**src/rtl/if_fetch_stage.sv**
```systemverilog
// Instruction-fetch stage: owns the PC, addresses inst_rom and fills the IF/ID register.
// Optional halt-on-HALT_WORD support is compiled in with `define IF_HALT_EN.
module if_fetch_stage #(
   parameter logic [31:0] RESET_PC  = 32'h0000_0000,
   parameter int unsigned PC_STEP   = 4,
   parameter logic [31:0] HALT_WORD = 32'h0000_000D
) (
   input  logic        clk,
   input  logic        rst,
   input  logic        stall_i,
   input  logic        flush_i,
   input  logic        branch_taken_i,
   input  logic [31:0] branch_target_i,
   input  logic        jump_i,
   input  logic [25:0] jump_index_i,
   output logic [31:0] rom_addr_o,
   input  logic [31:0] rom_data_i,
   output logic [31:0] if_id_inst_o,
   output logic [31:0] if_id_pc4_o,
   output logic        if_id_valid_o,
   output logic        halted_o
);

`ifdef IF_HALT_EN
   typedef enum logic [1:0] {S_BOOT = 2'd0, S_RUN = 2'd1, S_HALT = 2'd2} state_t;
`else
   typedef enum logic [1:0] {S_BOOT = 2'd0, S_RUN = 2'd1} state_t;
`endif

   state_t      state, state_next;
   logic [31:0] pc, pc_next, pc4;
   logic [31:0] inst_next, pc4_next;
   logic        valid_next;
   logic        redirect;

   // Target low bits are discarded (alignment); HALT_WORD is idle without the halt option.
   logic        unused_bits;
   assign unused_bits = ^{branch_target_i[1:0], HALT_WORD};

   assign pc4        = pc + 32'(PC_STEP);
   assign rom_addr_o = pc;
   assign redirect   = branch_taken_i | jump_i;

`ifdef IF_HALT_EN
   assign halted_o = (state == S_HALT);
`else
   assign halted_o = 1'b0;
`endif

   // NOTE: every signal gets a hold/default value first so no path through the case infers a latch.
   always_comb begin
      state_next = state;
      pc_next    = pc;
      inst_next  = if_id_inst_o;
      pc4_next   = if_id_pc4_o;
      valid_next = if_id_valid_o;
      case (state)
         S_BOOT: state_next = S_RUN;
         S_RUN: begin
            if (branch_taken_i)
               pc_next = {branch_target_i[31:2], 2'b00};
            else if (jump_i)
               pc_next = {if_id_pc4_o[31:28], jump_index_i, 2'b00};
            else if (!stall_i)
               pc_next = pc4;

            if (flush_i || redirect) begin
               inst_next  = '0;
               pc4_next   = '0;
               valid_next = 1'b0;
            end else if (!stall_i) begin
               inst_next  = rom_data_i;
               pc4_next   = pc4;
               valid_next = 1'b1;
`ifdef IF_HALT_EN
               // The halt word itself still goes downstream as a valid instruction.
               if (rom_data_i == HALT_WORD)
                  state_next = S_HALT;
`endif
            end
         end
`ifdef IF_HALT_EN
         S_HALT: begin
            inst_next  = '0;
            valid_next = 1'b0;
         end
`endif
         default: state_next = S_BOOT;
      endcase
   end

   // NOTE: sequential state uses non-blocking assignments so all registers update from pre-edge values.
   always_ff @(posedge clk or negedge rst) begin
      if (!rst) begin
         state         <= S_BOOT;
         pc            <= RESET_PC;
         if_id_inst_o  <= '0;
         if_id_pc4_o   <= '0;
         if_id_valid_o <= 1'b0;
      end else begin
         state         <= state_next;
         pc            <= pc_next;
         if_id_inst_o  <= inst_next;
         if_id_pc4_o   <= pc4_next;
         if_id_valid_o <= valid_next;
      end
   end

endmodule

```
**config.mk**
```make
export PLATFORM = sky130hd
export DESIGN_NAME = if_fetch_stage
export DESIGN_NICKNAME = d
export VERILOG_FILES = /design/src/rtl/if_fetch_stage.sv
export SDC_FILE = /design/constraint.sdc
export NUM_CORES = 1
export LEC_CHECK = 0
export CAP_MARGIN = 20
export CORE_MARGIN = 3
export CORE_UTILIZATION = 40
export DETAILED_ROUTE_END_ITERATION = 16
export PLACE_DENSITY = 0.84
export SYNTH_ARGS = -nofsm -noshare
export SYNTH_HDL_FRONTEND = slang
export SYNTH_SLANG_ARGS = --single-unit
```
**constraint.sdc**
```tcl
create_clock -name clk -period 2.07 [get_ports clk]
set_input_delay 0.207 -clock clk [delete_from_list [all_inputs] [get_ports clk]]
set_output_delay 0.207 -clock clk [all_outputs]
set_load 0.02 [all_outputs]
```
# Word level (Yosys, flattened, before mapping)
# Cells that the tools add are included.
# totals
register_bits,99
latch_bits,0
mem_bits_rw,0
romBits,0
elab_cells,23
n_memories,0
# op_classes
n_addsub,1
mul,0
div,0
magnitude_cmp,0
eq_ne,3
n_shift,0
muxes,9
bitwise,1
n_reduce_logical,4
# ops
cell,count
$mux W32,6
$add A32 B3 Y32 const B,1
$pmux W2 S2,1
$reduce_and A2 Y1,2
$ne A3 B1 Y1 const B,1
$eq A2 B1 Y1 const B,1
$logic_not A2 Y1,1
$mux W1,2
$ne A2 B1 Y1 const B,1
$logic_or A1 B1 Y1,1
$or A1 B1 Y1,1

# Longest topological paths before layout
# Gate-level depths: netlist of run 1.
# depth
depth_word,4
depth_mapped,7

# Worst setup path before layout of run 1
# OpenSTA, ideal clock, no wires.
# synth_path
path_type,register to register
from,"register pc[2], in the netlist rom_addr_o[2]"
to,"register pc[28], in the netlist rom_addr_o[28]"
setup_time_ns,0.069
arrival_ns,2.094
required_ns,2.001
setup_slack_ns,-0.093
stages_incl_launch_ff,6
path_buffers,0
period_less_slack_ns,2.163
cell_sequence,dfrtp_1 ha_1 nand4_1 or4_1 or4b_1 nand3_1
# synth_via
elab_chain_len,4
# synth_lines
element,line_no,text
start: declaration,31,"logic [31:0] pc, pc_next, pc4;"
start signal: assignment,102,pc <= pc_next;
$add A32 B3 Y32,40,assign pc4 = pc + 32'(PC_STEP);
$mux W32,64,else if (!stall_i)
$mux W32,62,else if (jump_i)
$mux W32,60,if (branch_taken_i)
# No other way between the ends. The select of a mux whose other input is x is not followed.
# A chain may end at the register's enable or synchronous reset.

# Worst setup path in the final report of run 1
# layout_path
from,"register pc[11], in the netlist rom_addr_o[11]"
to,"register pc[27], in the netlist rom_addr_o[27]"
# Same word-level chain as after synthesis.

==> results of run 1 <==
==> what timing repair did <==
action	in CTS	in global routing
resized for setup	0	4
hold endpoints to repair	31	0
endpoints found under the setup margin	0	8
hold buffers	1	0
setup buffers	0	3
==> critical path: stages, from the launching register on <==
cell     delay, ns
dfrtp_1       0.36
nand4_1       0.27
or4_1         0.63
or4_1         0.51
and3_1        0.16
==> report_power, final <==
group | internal (mW) | switching (mW)
sequential | 1.99 | 0.124
combinational | 0.730 | 0.784
clock | 1.25 | 0.700
total | 3.97 | 1.61
==> registers in the layout (all words and copies together) (netlist names) <==
register / count
rom_addr_o: 30
if_id_inst_o: 32
if_id_pc4_o: 31
if_id_valid_o: 1
state: 1
==> synth_stat cells, types with 3 or more instances <==
cell,instances
and4_1,3
or4b_1,5
dfrtp_1,95
nor4_1,12
clkbuf_1,28
a22o_1,45
nor2_1,21
inv_1,8
and2_1,4
mux2i_1,10
a211oi_1,3
nand2_1,49
o22ai_1,4
nor3_1,7
a211o_1,3
buf_1,6
buf_2,12
a221oi_1,7
o21ai_0,23
o21a_1,3
or4_1,20
and3_1,15
o211ai_1,27
nand3_1,32
a21oi_1,11
nand4_1,16
o211a_1,5
buf_4,4
xnor2_1,6
mux2_2,3
xor2_1,4
==> metal layers <==
| layer | part of all wire, % | wire [um] | GRT usage (%) |
|---|---|---|---|
| met1 | 40 | 7470 | 33.7 |
| met2 | 50 | 9330 | 43.7 |
| met3 | 7.9 | 1480 | 4.56 |
| met4 | 2.6 | 489 | 9.20 |
| met5 | 0 | 0 | 0 |
==> path summary, 6_finish.rpt <==
check / from / end / slack (ns) / cells past startpoint
setup reg to reg: rom_addr_o[11]$_DFFE_PN0P_ / rom_addr_o[27]$_DFFE_PN0P_ / 0.04 / 4
setup / recovery: rom_addr_o[11]$_DFFE_PN0P_ / rom_addr_o[27]$_DFFE_PN0P_ / 0.04 / 4
hold / removal: rst / if_id_pc4_o[3]$_DFFE_PN0P_ / 0.39 / 2
min in group clk: rom_data_i[3] / if_id_inst_o[3]$_DFFE_PN0P_ / 0.46 / 2
max in group asynchronous: rst / if_id_inst_o[25]$_DFFE_PN0P_ / 1.12 / 3
hold reg to reg: if_id_pc4_o[7]$_DFFE_PN0P_ / if_id_pc4_o[7]$_DFFE_PN0P_ / 0.49 / 2
==> cells by family (layout without fill, tap and decap cells) <==
family	count (synthesis)	in the layout	share of synthesized area, %
xor+xnor	10	10	1.71
buf+inv	61	295	5.23
flops	95	95	46.5
other cells	2	4	0.147
fa+ha+maj	1	1	0.244
mux	13	13	2.62
compound gates	150	150	22.3
simple gates	198	198	21.2
==> through the flow <==
stage / cell area, um^2 / hold WS, ns / power, mW / setup TNS, ns
3_5_place_dp: 7670 / 0.207 / 3.63 / -3.80
3_3_place_gp: 7670 / 0.200 / 3.59 / -2.32
4_1_cts: 8030 / 0.393 / 5.57 / 0
6_report: 8060 / 0.389 / 5.58 / 0
5_1_grt: 8060 / 0.422 / 5.78 / -0.0205
2_1_floorplan: 5140 / -0.0886 / 2.79 / 0
==> final cells by class <==
class / instances / area, um^2
flip-flops and latches: 95 / 2380
multi-input cells: 376 / 2510
repair buffers: 270 / 2570
clock buffers: 13 / 260
fillers: 973 / 4200
well taps: 168 / 210
inverters: 9 / 33.8
clock inverters: 3 / 90.1
==> results.json, run 1 <==
{
  "status": "complete, no violations",
  "arrival_ns": 2.26,
  "vias": 5622,
  "finalNetCount": 858,
  "die_x_um": 119,
  "layout_commonest_cell": "clkdlybuf4s50_1",
  "synth_area_leaders": "dfrtp_1, a22o_1, o211ai_1",
  "wirelength_um": 18800,
  "stdcell_count": 934,
  "grt_pass1_wl_um": 29700,
  "dp_hpwl_um": 14100,
  "cts_sinks": 95,
  "pin_count": 194,
  "fin_ws_ns": 0.0353,
  "clk_pin_slew_ns": 0.07,
  "drt-vias-per-instance": 6.02,
  "synth_warnings": 0,
  "globalRoute.totalOverflow": 0,
  "synthDistinctLibCells": 61,
  "cts_tree": "done",
  "p_leak_nw": 3.43,
  "rsz0062_at_grt": "true",
  "fin_worst_skew_ns": 0.00917,
  "max_clock_freq_mhz": 491,
  "critPathRequiredTime_ns": 2.30,
  "pre_cts_slack_ns": -0.196,
  "placedCellCount": 914,
  "hp-class": "in2async",
  "drtPass1Iterations": 5,
  "gp_congestion": 0.914,
  "layout_common_cells": "clkdlybuf4s50_1, dfrtp_1, buf_4, nand2_1, a22o_1",
  "finalSetupViolCount": 0,
  "die_height_um": 119,
  "synth-edff-count": 0,
  "drtIter0Drc": 545,
  "drt_drc_violations_left": 0,
  "maxCapViolCount": 0,
  "p_per_area_nw_per_um2": 691,
  "syn_area_per_cell_um2": 9.66,
  "min_period_ns": 2.03,
  "worst_pin_slew_ns": 0.929,
  "critPathCaptureType": "flip-flop",
  "antenna_found_initial": 0,
  "timing.setup.critical_path_class": "reg2reg",
  "grt_use_total_pct": 26.0,
  "clockBufferDepth": 2,
  "synthesis.area_um2": 5120,
  "clock_latency_ns": 0.34,
  "drtAntennaViolNets": 0,
  "grt_pass1_vias": 5696,
  "routedWlPerCell_um": 20.1,
  "antennaDiodeCount": 0,
  "synthCells": 530,
  "yosysSeqAreaShare_pct": 46.5,
  "utilization_pct": 65.8,
  "area_delta_synth_final_pct": 57.6,
  "ir_drop_mv": 0.422,
  "portBuffers": 188,
  "htreeDepth": 3,
  "grt_max_degree": 40,
  "start_kind": "flip-flop",
  "crit_fanout": 5,
  "drive_gt1_share_pct": 15.3,
  "cts_inserted_buffers": 9,
  "fin_crit_sh_pct": 98.3,
  "drv_slew": 0,
  "maxSlewHeadroom_pct": 37.6,
  "coreArea_um2": 12300,
  "synth_ff_type": "dfrtp_1",
  "start_util_pct": 41.7,
  "std_cell_rows": 40,
  "ys_ff_latch": 95,
  "synthArstFlopShare_pct": 100,
  "fp.dieArea_um2": 14200,
  "synth_top_area_share_pct": 46.5,
  "root_buffer": "clkbuf_16",
  "final_hold_viol_count": 0,
  "synth_top_cell_by_area": "dfrtp_1"
}
No activity file was read; power rests on OpenSTA's default activity.
==> run 2: changes to the inputs <==
Settings changed: GPL_ROUTABILITY_DRIVEN set to 0.
==> run 2 against run 1 <==
  * The flow now finishes with violations (setup timing)
  * Sequential cell count unchanged
  * Critical path depth up 1
  * Clock skew down 0.0042 ns
  * Combinational power about the same
  * Setup slack worse by 0.051 ns
  * Non-clock buffer count down 3
  * Largest cell class is now multi-input combinational cells
==> results.json, run 2 (synthesis results as in run 1) <==
{
  "status": "finished with violations",
  "violations": "setup timing",
  "fp.dieArea_um2": 14200,
  "fin_worst_skew_ns": 0.00495,
  "worst_pin_slew_ns": 0.809,
  "finalSetupViolCount": 1,
  "clock_power_share_pct": 37.6,
  "finalNetCount": 855,
  "crit_chain": "nand4_1 -> buf_4 -> or4_4 -> or4b_4 -> nand3_2",
  "rr_worst_depth": 5,
  "grt_use_total_pct": 26.3,
  "switching_power_mw": 1.64,
  "antennaDiodeCount": 0,
  "ff2ff_setup_slack_ns": -0.02,
  "setup_tns_ns": -0.0153,
  "start_util_pct": 41.7,
  "grt_max_degree": 51,
  "hp-class": "in2async",
  "root_buffer": "clkbuf_16",
  "r2r-start": "rom_addr_o[24]$_DFFE_PN0P_",
  "critPathCaptureType": "flip-flop",
  "p_sw_share_pct": 28.2,
  "r2r_end": "rom_addr_o[28]$_DFFE_PN0P_",
  "timing.setup.critical_path_class": "reg2reg",
  "drtAntennaViolNets": 0,
  "largest_reg_flops": 32,
  "stdcell_count": 931,
  "start_kind": "flip-flop",
  "clk_pin_slew_ns": 0.07,
  "regMostFlops": "if_id_inst_o",
  "crit_path_start": "rom_addr_o[24]$_DFFE_PN0P_",
  "p_per_area_nw_per_um2": 718,
  "grt_pass1_vias": 5663,
  "std_cell_rows": 40,
  "maxCapViolCount": 0,
  "crit_fanout": 4,
  "globalRoute.totalOverflow": 0,
  "pin_count": 194,
  "clock_latency_ns": 0.35,
  "seq_power_share_pct": 36.4,
  "placedCellCount": 910,
  "drtPass1Iterations": 5,
  "cts_sinks": 95,
  "placed_area_um2": 7630,
  "cts_inserted_buffers": 9,
  "layout_common_cells": "clkdlybuf4s50_1, dfrtp_1, buf_4, nand2_1, a22o_1",
  "die_height_um": 119,
  "drt-vias-per-instance": 6.05,
  "wirelength_um": 18900,
  "p_leak_nw": 3.44,
  "cpPeakStageDelay_ns": 0.55,
  "die_x_um": 119,
  "maxSlewHeadroom_pct": 45.9,
  "utilization_pct": 66.1,
  "cts_tree": "done",
  "fin_crit_sh_pct": 101,
  "drtIter0Drc": 527,
  "slowest_stage": "or4_4",
  "p_int_mw": 4.18,
  "antenna_found_initial": 0,
  "drive_gt1_share_pct": 15.9,
  "routedWlPerCell_um": 20.3,
  "coreArea_um2": 12300,
  "area_delta_synth_final_pct": 58.4,
  "min_period_ns": 2.09,
  "vias": 5631,
  "drt_drc_violations_left": 0,
  "final_hold_viol_count": 0,
  "grt_pass1_wl_um": 30000,
  "dp_hpwl_um": 13800,
  "layout_commonest_cell": "clkdlybuf4s50_1",
  "design_area_um2": 8110,
  "clockBufferDepth": 2,
  "drv_slew": 0,
  "share_comb_of_total_power_pct": 26.0,
  "ir_drop_mv": 0.433,
  "fin_ws_ns": -0.0153,
  "rsz0062_at_grt": "true",
  "critPathRequiredTime_ns": 2.36,
  "portBuffers": 188,
  "arrival_ns": 2.37,
  "max_clock_freq_mhz": 480,
  "htreeDepth": 3
}
## run 2: changes by cell type in the layout (fill, tap and decap cells not counted), moves of 2 or more
cell	before	now
bufinv_16	3	5
or4b_1	5	3
clkbuf_1	2	0
buf_4	76	74
or4b_4	0	2
## run 2: through the flow
step / worst slack (ns) / power (mW) / hold WS, ns
4_1_cts: 0.00465 / 5.82 / 0.443
2_1_floorplan: 0.00851 / 2.79 / -0.0886
3_3_place_gp: -0.119 / 3.58 / 0.254
3_5_place_dp: -0.154 / 3.62 / 0.267
5_1_grt: -0.0471 / 6.04 / 0.448
6_report: -0.0153 / 5.82 / 0.423
## run 2: what timing repair did
action / in CTS / in global routing
pin swaps: 1 / 2
endpoints found under the hold margin: 41 / 0
buffers inserted: 2 / 2
hold buffers: 1 / 0
endpoints found under the setup margin: 1 / 9
resized for setup: 0 / 10
## run 2: power by group through the flow
stage / clock network [mW] / logic [mW] / registers (mW)
6_report: 2.19 / 1.51 / 2.12
3_3_place_gp: 0 / 1.44 / 2.14
4_1_cts: 2.22 / 1.49 / 2.11
2_1_floorplan: 0 / 0.487 / 2.31
5_1_grt: 2.30 / 1.61 / 2.14
3_5_place_dp: 0 / 1.47 / 2.15
## run 2: cell type report
cell class | count | area, um^2
clock buffers | 10 | 239
flip-flops and latches | 95 | 2380
fillers | 939 | 4160
repair buffers | 267 | 2540
multi-input cells | 376 | 2550
inverters | 9 | 33.8
clock inverters | 6 | 155
well taps | 168 | 210
## run 2: critical path: cells and delay by family, from the launching register on
kind                   cells  cell delay, ns
buffers and inverters      1            0.22
DFF                        1            0.42
and+or+nand+nor            4            1.39
## run 2: how the worst max path moves through the flow
stage | end | slack (ns) | cells past startpoint
6_report | rom_addr_o[28]$_DFFE_PN0P_ | -0.02 | 5
5_1_grt | rom_addr_o[21]$_DFFE_PN0P_ | -0.05 | 6
4_1_cts | rom_addr_o[30]$_DFFE_PN0P_ | 0.005 | 6
3_5_place_dp | rom_addr_o[10]$_DFFE_PN0P_ | -0.15 | 7
3_3_place_gp | rom_addr_o[7]$_DFFE_PN0P_ | -0.12 | 7
2_1_floorplan | rom_addr_o[28]$_DFFE_PN0P_ | 0.009 | 5
## run 2: per-layer routing
layer	vias to the layer above	track usage [%]	share of wire [%]
met4	0	11.9	3.7
met3	75	5.51	8.7
met1	2730	34.1	39
li1	2486	-	-
met5	-	0	0
met2	340	42.4	49
==> run 3: changes to the inputs <==
Settings changed: GPL_TIMING_DRIVEN set to 1, SLEW_MARGIN set to 5.
==> results of run 3 <==
The final DEF is identical to that of run 2; final timing and power are the same.
